===== config.mk =====
export PLATFORM = sky130hd
export DESIGN_NAME = golden_nonce_uart_tx
export DESIGN_NICKNAME = d
export VERILOG_FILES = /design/src/rtl/miner_link_pkg.sv /design/src/rtl/uart_tx_byte.sv /design/src/rtl/golden_nonce_uart_tx.sv
export SDC_FILE = /design/constraint.sdc
export NUM_CORES = 1
export LEC_CHECK = 0
export CELL_PAD_IN_SITES_DETAIL_PLACEMENT = 0
export CELL_PAD_IN_SITES_GLOBAL_PLACEMENT = 2
export CORE_MARGIN = 2
export CORE_UTILIZATION = 47
export CTS_CLUSTER_DIAMETER = 120
export DETAILED_ROUTE_END_ITERATION = 10
export PLACE_DENSITY = 0.82
export SYNTH_ARGS = -nofsm -noshare
export SYNTH_HDL_FRONTEND = slang
export SYNTH_SLANG_ARGS = --single-unit
export TNS_END_PERCENT = 5

===== constraint.sdc =====
create_clock -name clk -period 6.5 [get_ports clk]
set_input_delay 0.65 -clock clk [delete_from_list [all_inputs] [get_ports clk]]
set_output_delay 0.65 -clock clk [all_outputs]
set_load 0.02 [all_outputs]

===== src/rtl/miner_link_pkg.sv =====
// Shared definitions for the serial miner link (host <-> miner UART path).
//   tx_state_t           : byte transmitter states (IDLE, START, DATA, STOP)
//   UART_DATA_BITS       : data bits per 8N1 character
//   NONCE_BYTES          : bytes per golden nonce on the wire
//   DEFAULT_CLKS_PER_BIT : 50 MHz / 115200 baud
package miner_link_pkg;

    typedef enum logic [1:0] {
        IDLE  = 2'd0,
        START = 2'd1,
        DATA  = 2'd2,
        STOP  = 2'd3
    } tx_state_t;

    localparam int UART_DATA_BITS       = 8;
    localparam int NONCE_BYTES          = 4;
    localparam int DEFAULT_CLKS_PER_BIT = 434;

endpackage


===== src/rtl/uart_tx_byte.sv =====
// One 8N1 UART character transmitter with a baud counter.
// Ports:
//   clk, reset : system clock, synchronous active-high reset
//   start_i    : accept data_i this cycle (honoured when ready_o=1)
//   data_i     : byte to send, LSB first
//   ready_o    : transmitter can take a new byte on this edge (idle, or
//                last cycle of a stop bit, which gives gap-free chaining)
//   done_o     : last cycle of the current stop bit
//   idle_o     : FSM is in IDLE
//   txd_o      : registered serial output, idle high
module uart_tx_byte
    import miner_link_pkg::*;
#(
    parameter int CLKS_PER_BIT = DEFAULT_CLKS_PER_BIT
) (
    input  logic       clk,
    input  logic       reset,
    input  logic       start_i,
    input  logic [7:0] data_i,
    output logic       ready_o,
    output logic       done_o,
    output logic       idle_o,
    output logic       txd_o
);

    localparam int BAUD_W = (CLKS_PER_BIT > 1) ? $clog2(CLKS_PER_BIT) : 1;
    localparam logic [BAUD_W-1:0] BAUD_LAST = BAUD_W'(CLKS_PER_BIT - 1);
    localparam int BIT_W = $clog2(UART_DATA_BITS);
    localparam logic [BIT_W-1:0] BIT_LAST = BIT_W'(UART_DATA_BITS - 1);

    tx_state_t                 state_q, state_d;
    logic [BAUD_W-1:0]         baud_q, baud_d;
    logic [BIT_W-1:0]          bit_q, bit_d;
    logic [UART_DATA_BITS-1:0] shift_q, shift_d;
    logic                      txd_q, txd_d;
    logic                      bit_end;

    assign bit_end = (baud_q == BAUD_LAST);

    always_comb begin
        state_d = state_q;
        baud_d  = baud_q + 1'b1;
        bit_d   = bit_q;
        shift_d = shift_q;
        ready_o = 1'b0;
        done_o  = 1'b0;
        case (state_q)
            IDLE: begin
                baud_d  = '0;
                ready_o = 1'b1;
                if (start_i) begin
                    state_d = START;
                    shift_d = data_i;
                end
            end
            START: begin
                if (bit_end) begin
                    baud_d  = '0;
                    bit_d   = '0;
                    state_d = DATA;
                end
            end
            DATA: begin
                if (bit_end) begin
                    baud_d  = '0;
                    shift_d = shift_q >> 1;
                    bit_d   = bit_q + 1'b1;
                    if (bit_q == BIT_LAST) begin
                        state_d = STOP;
                    end
                end
            end
            STOP: begin
                if (bit_end) begin
                    baud_d  = '0;
                    ready_o = 1'b1;
                    done_o  = 1'b1;
                    // Chaining straight into START keeps the bytes of a
                    // nonce contiguous on the wire.
                    if (start_i) begin
                        state_d = START;
                        shift_d = data_i;
                    end else begin
                        state_d = IDLE;
                    end
                end
            end
            default: state_d = IDLE;
        endcase
    end

    // The line level is registered from the current state, so txd trails
    // the state by exactly one cycle for every bit alike.
    always_comb begin
        case (state_q)
            START:   txd_d = 1'b0;
            DATA:    txd_d = shift_q[0];
            default: txd_d = 1'b1;
        endcase
    end

    always_ff @(posedge clk) begin
        if (reset) begin
            state_q <= IDLE;
            baud_q  <= '0;
            bit_q   <= '0;
            shift_q <= '0;
            txd_q   <= 1'b1;
        end else begin
            state_q <= state_d;
            baud_q  <= baud_d;
            bit_q   <= bit_d;
            shift_q <= shift_d;
            txd_q   <= txd_d;
        end
    end

    assign idle_o = (state_q == IDLE);
    assign txd_o  = txd_q;

endmodule


===== src/rtl/golden_nonce_uart_tx.sv =====
// Golden nonce return path: buffers nonces from the hasher in a small FIFO
// and sends each as four 8N1 bytes, least-significant byte first.
// Ports:
//   clk, reset          : system clock, synchronous active-high reset
//   golden_nonce_in     : nonce to report, sampled when golden_nonce_valid=1
//   golden_nonce_valid  : single-cycle push strobe
//   txd                 : UART serial out, idle high
//   busy                : frame on the wire or nonces queued
//   overflow            : sticky, a push was dropped on a full FIFO
//   fifo_count          : queued nonces, excluding the one being sent
module golden_nonce_uart_tx
    import miner_link_pkg::*;
#(
    parameter int CLKS_PER_BIT = DEFAULT_CLKS_PER_BIT,
    parameter int FIFO_DEPTH   = 4
) (
    input  logic                        clk,
    input  logic                        reset,
    input  logic [31:0]                 golden_nonce_in,
    input  logic                        golden_nonce_valid,
    output logic                        txd,
    output logic                        busy,
    output logic                        overflow,
    output logic [$clog2(FIFO_DEPTH):0] fifo_count
);

    localparam int PTR_W  = $clog2(FIFO_DEPTH);
    localparam int CNT_W  = PTR_W + 1;
    localparam int BYTE_W = $clog2(NONCE_BYTES);
    localparam logic [BYTE_W-1:0] BYTE_LAST = BYTE_W'(NONCE_BYTES - 1);

    // FIFO storage and pointers
    logic [31:0]      mem_q [FIFO_DEPTH];
    logic [PTR_W-1:0] wr_ptr_q, rd_ptr_q;
    logic [CNT_W-1:0] count_q, count_d;
    logic             fifo_empty, fifo_full;
    logic             push, accept, drop, pop;
    logic [31:0]      head;

    // Byte sequencing for the nonce in flight
    logic              sending_q, sending_d;
    logic [BYTE_W-1:0] byte_idx_q, byte_idx_d;
    logic [31:0]       word_q, word_d;
    logic              overflow_q, busy_q;

    // Byte transmitter handshake
    logic       tx_start, tx_ready, tx_done, tx_idle, tx_txd;
    logic [7:0] tx_data;

    assign fifo_empty = (count_q == '0);
    assign fifo_full  = (count_q == CNT_W'(FIFO_DEPTH));
    assign head       = mem_q[rd_ptr_q];
    assign push       = golden_nonce_valid;
    // A pop on the same edge frees the slot, so a full FIFO still accepts.
    assign accept     = push && (!fifo_full || pop);
    assign drop       = push && fifo_full && !pop;

    always_comb begin
        pop        = 1'b0;
        tx_start   = 1'b0;
        tx_data    = word_q[7:0];
        sending_d  = sending_q;
        byte_idx_d = byte_idx_q;
        word_d     = word_q;
        if (!sending_q) begin
            if (!fifo_empty && tx_ready) begin
                pop        = 1'b1;
                tx_start   = 1'b1;
                tx_data    = head[7:0];
                sending_d  = 1'b1;
                byte_idx_d = '0;
                word_d     = head >> 8;
            end
        end else if (tx_done) begin
            if (byte_idx_q == BYTE_LAST) begin
                // Going idle here, not chaining, yields the one-cycle gap
                // between consecutive nonces.
                sending_d = 1'b0;
            end else begin
                tx_start   = 1'b1;
                tx_data    = word_q[7:0];
                word_d     = word_q >> 8;
                byte_idx_d = byte_idx_q + 1'b1;
            end
        end
    end

    always_comb begin
        count_d = count_q + CNT_W'(accept) - CNT_W'(pop);
    end

    // Storage is not reset; only the pointers define its contents.
    always_ff @(posedge clk) begin
        if (accept) begin
            mem_q[wr_ptr_q] <= golden_nonce_in;
        end
    end

    always_ff @(posedge clk) begin
        if (reset) begin
            wr_ptr_q   <= '0;
            rd_ptr_q   <= '0;
            count_q    <= '0;
            sending_q  <= 1'b0;
            byte_idx_q <= '0;
            word_q     <= '0;
            overflow_q <= 1'b0;
            busy_q     <= 1'b0;
        end else begin
            if (accept) begin
                wr_ptr_q <= wr_ptr_q + 1'b1;
            end
            if (pop) begin
                rd_ptr_q <= rd_ptr_q + 1'b1;
            end
            count_q    <= count_d;
            sending_q  <= sending_d;
            byte_idx_q <= byte_idx_d;
            word_q     <= word_d;
            if (drop) begin
                overflow_q <= 1'b1;
            end
            // Registered like txd, so busy covers the final stop bit as it
            // actually appears on the line.
            busy_q <= !tx_idle || !fifo_empty;
        end
    end

    uart_tx_byte #(
        .CLKS_PER_BIT(CLKS_PER_BIT)
    ) u_tx_byte (
        .clk    (clk),
        .reset  (reset),
        .start_i(tx_start),
        .data_i (tx_data),
        .ready_o(tx_ready),
        .done_o (tx_done),
        .idle_o (tx_idle),
        .txd_o  (tx_txd)
    );

    assign txd        = tx_txd;
    assign busy       = busy_q;
    assign overflow   = overflow_q;
    assign fifo_count = count_q;

endmodule


==> reports/metrics.yaml <==
timing.slew.headroom_pct: 40.28
placed_cells: 738
final_layout_size_suffix_gt1_share_pct: 14.62
fin_skew_ns: 0.01295
cts_root_buf: "clkbuf_16"
path_cells: "inv_1 > ha_1 > nor2_1 > nand2_1 > nor2_1 > ha_1 > inv_1 > ha_1 > inv_1 > fa_1 > xor2_1 > xnor2_1 > nor2_1"
cts_hold_buf: 0
status: "completed"
grt_max_degree: 46
routed.top_layer: "met4"
cts_setup_buffers: 0
initial_utilization_pct: 48.07
critical_path_class: "flip-flop to flip-flop"
whs_path_depth: 2
initialDrtViolationCount: 272
endpoint_kind: "flip-flop"
p_per_area_nw_per_um2: 426.7
cts_tree: "yes"
final_antenna_net_count: 0
nets: 593
critPathBufInv: 3
slew_violations: 0
synth_edf_count: 128
placed_cell_area_um2: 8168
overflow: 0
drc: 0
vias: 4161
dieWidth_um: 131.2
routed_wl_um: 14140
grt_pass1_wl_um: 22710
cts-htree-levels: 4
die_h_um: 131.2
async_reset_ff_share_pct: 0
synth.cell_area_um2: 7609
ys_seq_elements: 189
hold_viol: 0
tightest_slew_ns: 0.8925
crit_path_max_fanout: 12
path_clk_slew_ns: 0.07
syn_nets: 557
dp_worst_setup_slack_ns: 2.714
wl_met2_um: 7209
numClockSinks: 189
required_ns: 6.80
rsz0062_at_grt: "false"
worst_ep_arrival_time_ns: 4.12
fmax_mhz: 261.8
setup.worst_path.start_class: "flip-flop"
final_cell_area_um2: 8795
cts_buffers: 17
area_delta_synth_final_pct: 15.59
cp_top_family: "simple AND/OR/NAND/NOR gates"
worst_ir_drop_vdd_mv: 0.2707
slowest_stage: "nor2_1"
grt.total_usage_pct: 17.35
met3WireLength_um: 424
max_stage_delay_ns: 0.76
core_um2: 15830
antenna_found_initial: 0
fin_hold_ws_ns: 0.4594
io_buffers: 40
insertion_delay_ns: 0.44
power_mw: 3.752
die_area_um2: 17220
seq_area_frac_synth_pct: 66.57
clockBufferDepth: 2
fin_crit_ns: 3.819
wire_per_inst_um: 18.36
synth_warnings: 0
grt_pass1_vias: 4199
fin_crit_sh_pct: 58.75
vias_per_cell: 5.404
avgSynthCellArea_um2: 15.07
postLayoutCoreUtil_pct: 55.57
rr_worst_depth: 13
r2r_end: "fifo_count[2]"
fin_cells: 770
rows: 46
tns_ns: 0
dpl.hpwl_um: 9064
synth_ff_type: "edfxtp_1"
fillers: 1259
cap_violations: 0
min_to: "u_tx_byte.shift_q[4]"
antenna_cells: 0
place_congestion: 0.7959
setup_ws_ns: 2.681
worstHoldStart: "u_tx_byte.shift_q[4]"
power_leakage_nw: 2.883
r2r_setup_slack_ns: 2.68
netlist_instances: 505
hold_path_class: "flip-flop to flip-flop"
cts_resized: 0
dr.pass1.iters: 5
io_pins: 41
setup_viol: 0
regToRegStartpoint: "u_tx_byte.state_q[0]"
drt-met1-wl_um: 6200
ys_types: 47
## registers in the layout, indices dropped and copies added, names as in the netlist, named ones only
| signal | count |
|---|---|
| u_tx_byte.baud_q | 9 |
| u_tx_byte.shift_q | 8 |
| sending_q | 1 |
| overflow | 1 |
| u_tx_byte.bit_q | 3 |
| mem_q | 128 |
| byte_idx_q | 2 |
| rd_ptr_q | 2 |
| fifo_count | 3 |
| word_q | 24 |
| wr_ptr_q | 2 |
| u_tx_byte.txd_o | 1 |
| u_tx_byte.state_q | 2 |
| busy | 1 |
## report_power, final
group	internal (mW)	switching [mW]
registers	1.51	0.125
clock network	0.621	0.476
logic	0.428	0.597
## per-layer routing
layer / up-vias / global-route usage (%)
li1: 1988 / -
met1: 2093 / 21.43
met2: 60 / 29.62
met3: 20 / 3.897
met4: 0 / 7.186
met5: - / 0
## synthesized netlist by cell type, types with 3 or more instances
cell      count  area (um^2)
and2_1        4        25.02
nand2_1      39        146.4
a22oi_1       8        60.06
inv_1        20        75.07
nand3_1       7        35.03
edfxtp_1    128         3844
nor3_1        4        20.02
nor2b_1       9        56.30
a311oi_1     23        201.4
a21oi_1       3        15.01
o32ai_1       7        61.31
clkbuf_1     12        45.04
buf_2         9        45.04
buf_4         7        52.55
xnor2_1       9        78.83
mux4_2       32        720.7
ha_1         16        200.2
a32oi_1       3        26.28
nor3b_1      10        75.07
nor2_1       56        210.2
dfxtp_1      61         1221
xor2_1        3        26.28
mux2i_1       4        40.04
## cells by family (layout without fill, tap and decap cells)
kind of cell | count (synthesis) | after routing | share of synthesized area (%)
flip-flops | 189 | 189 | 66.57
AND/OR/NAND/NOR | 140 | 140 | 8.864
AO/OA/AOI/OAI | 59 | 59 | 6.940
buffers and inverters | 51 | 100 | 3.207
multiplexers | 37 | 37 | 10.15
adder cells (fa/ha/maj) | 17 | 17 | 2.894
XOR/XNOR | 12 | 12 | 1.381
## worst min-delay path, cell delays in order (launching register included)
cell and delay [ns]:
dfxtp_1 0.31, inv_1 0.05, o32ai_1 0.05
## cell type report
class / instances / area [um^2] / share of cell area [%]
Multi-Input combinational cell: 265 / 2300 / 26.15
Inverter: 21 / 78.83 / 0.8963
Clock buffer: 18 / 429.2 / 4.880
Timing Repair Buffer: 47 / 452.9 / 5.150
Sequential cell: 189 / 5066 / 57.60
Tap cell: 216 / 270.3 / 3.073
Clock inverter: 14 / 197.7 / 2.248
## worst max path at each step
stage	cells past startpoint	to	start
after global routing	13	fifo_count[2]	u_tx_byte.state_q[0]
after detailed placement	13	fifo_count[2]	u_tx_byte.state_q[0]
after CTS	13	fifo_count[2]	u_tx_byte.state_q[0]
after floorplan	14	fifo_count[2]	u_tx_byte.state_q[0]
final	13	fifo_count[2]	u_tx_byte.state_q[0]
after global placement	13	fifo_count[2]	u_tx_byte.state_q[0]
## placed cells by master, fill, tap and decap left out, types with 7 or more instances in the layout
master,count
a22oi_1,8
a311oi_1,23
buf_4,7
clkbuf_16,17
clkdlybuf4s50_1,40
dfxtp_1,60
edfxtp_1,128
ha_1,16
inv_1,20
mux4_2,32
nand2_1,39
nand3_1,7
nor2_1,56
nor2b_1,9
nor3b_1,10
o32ai_1,7
xnor2_1,9
Note: power is estimated with default switching activity, not from simulation.
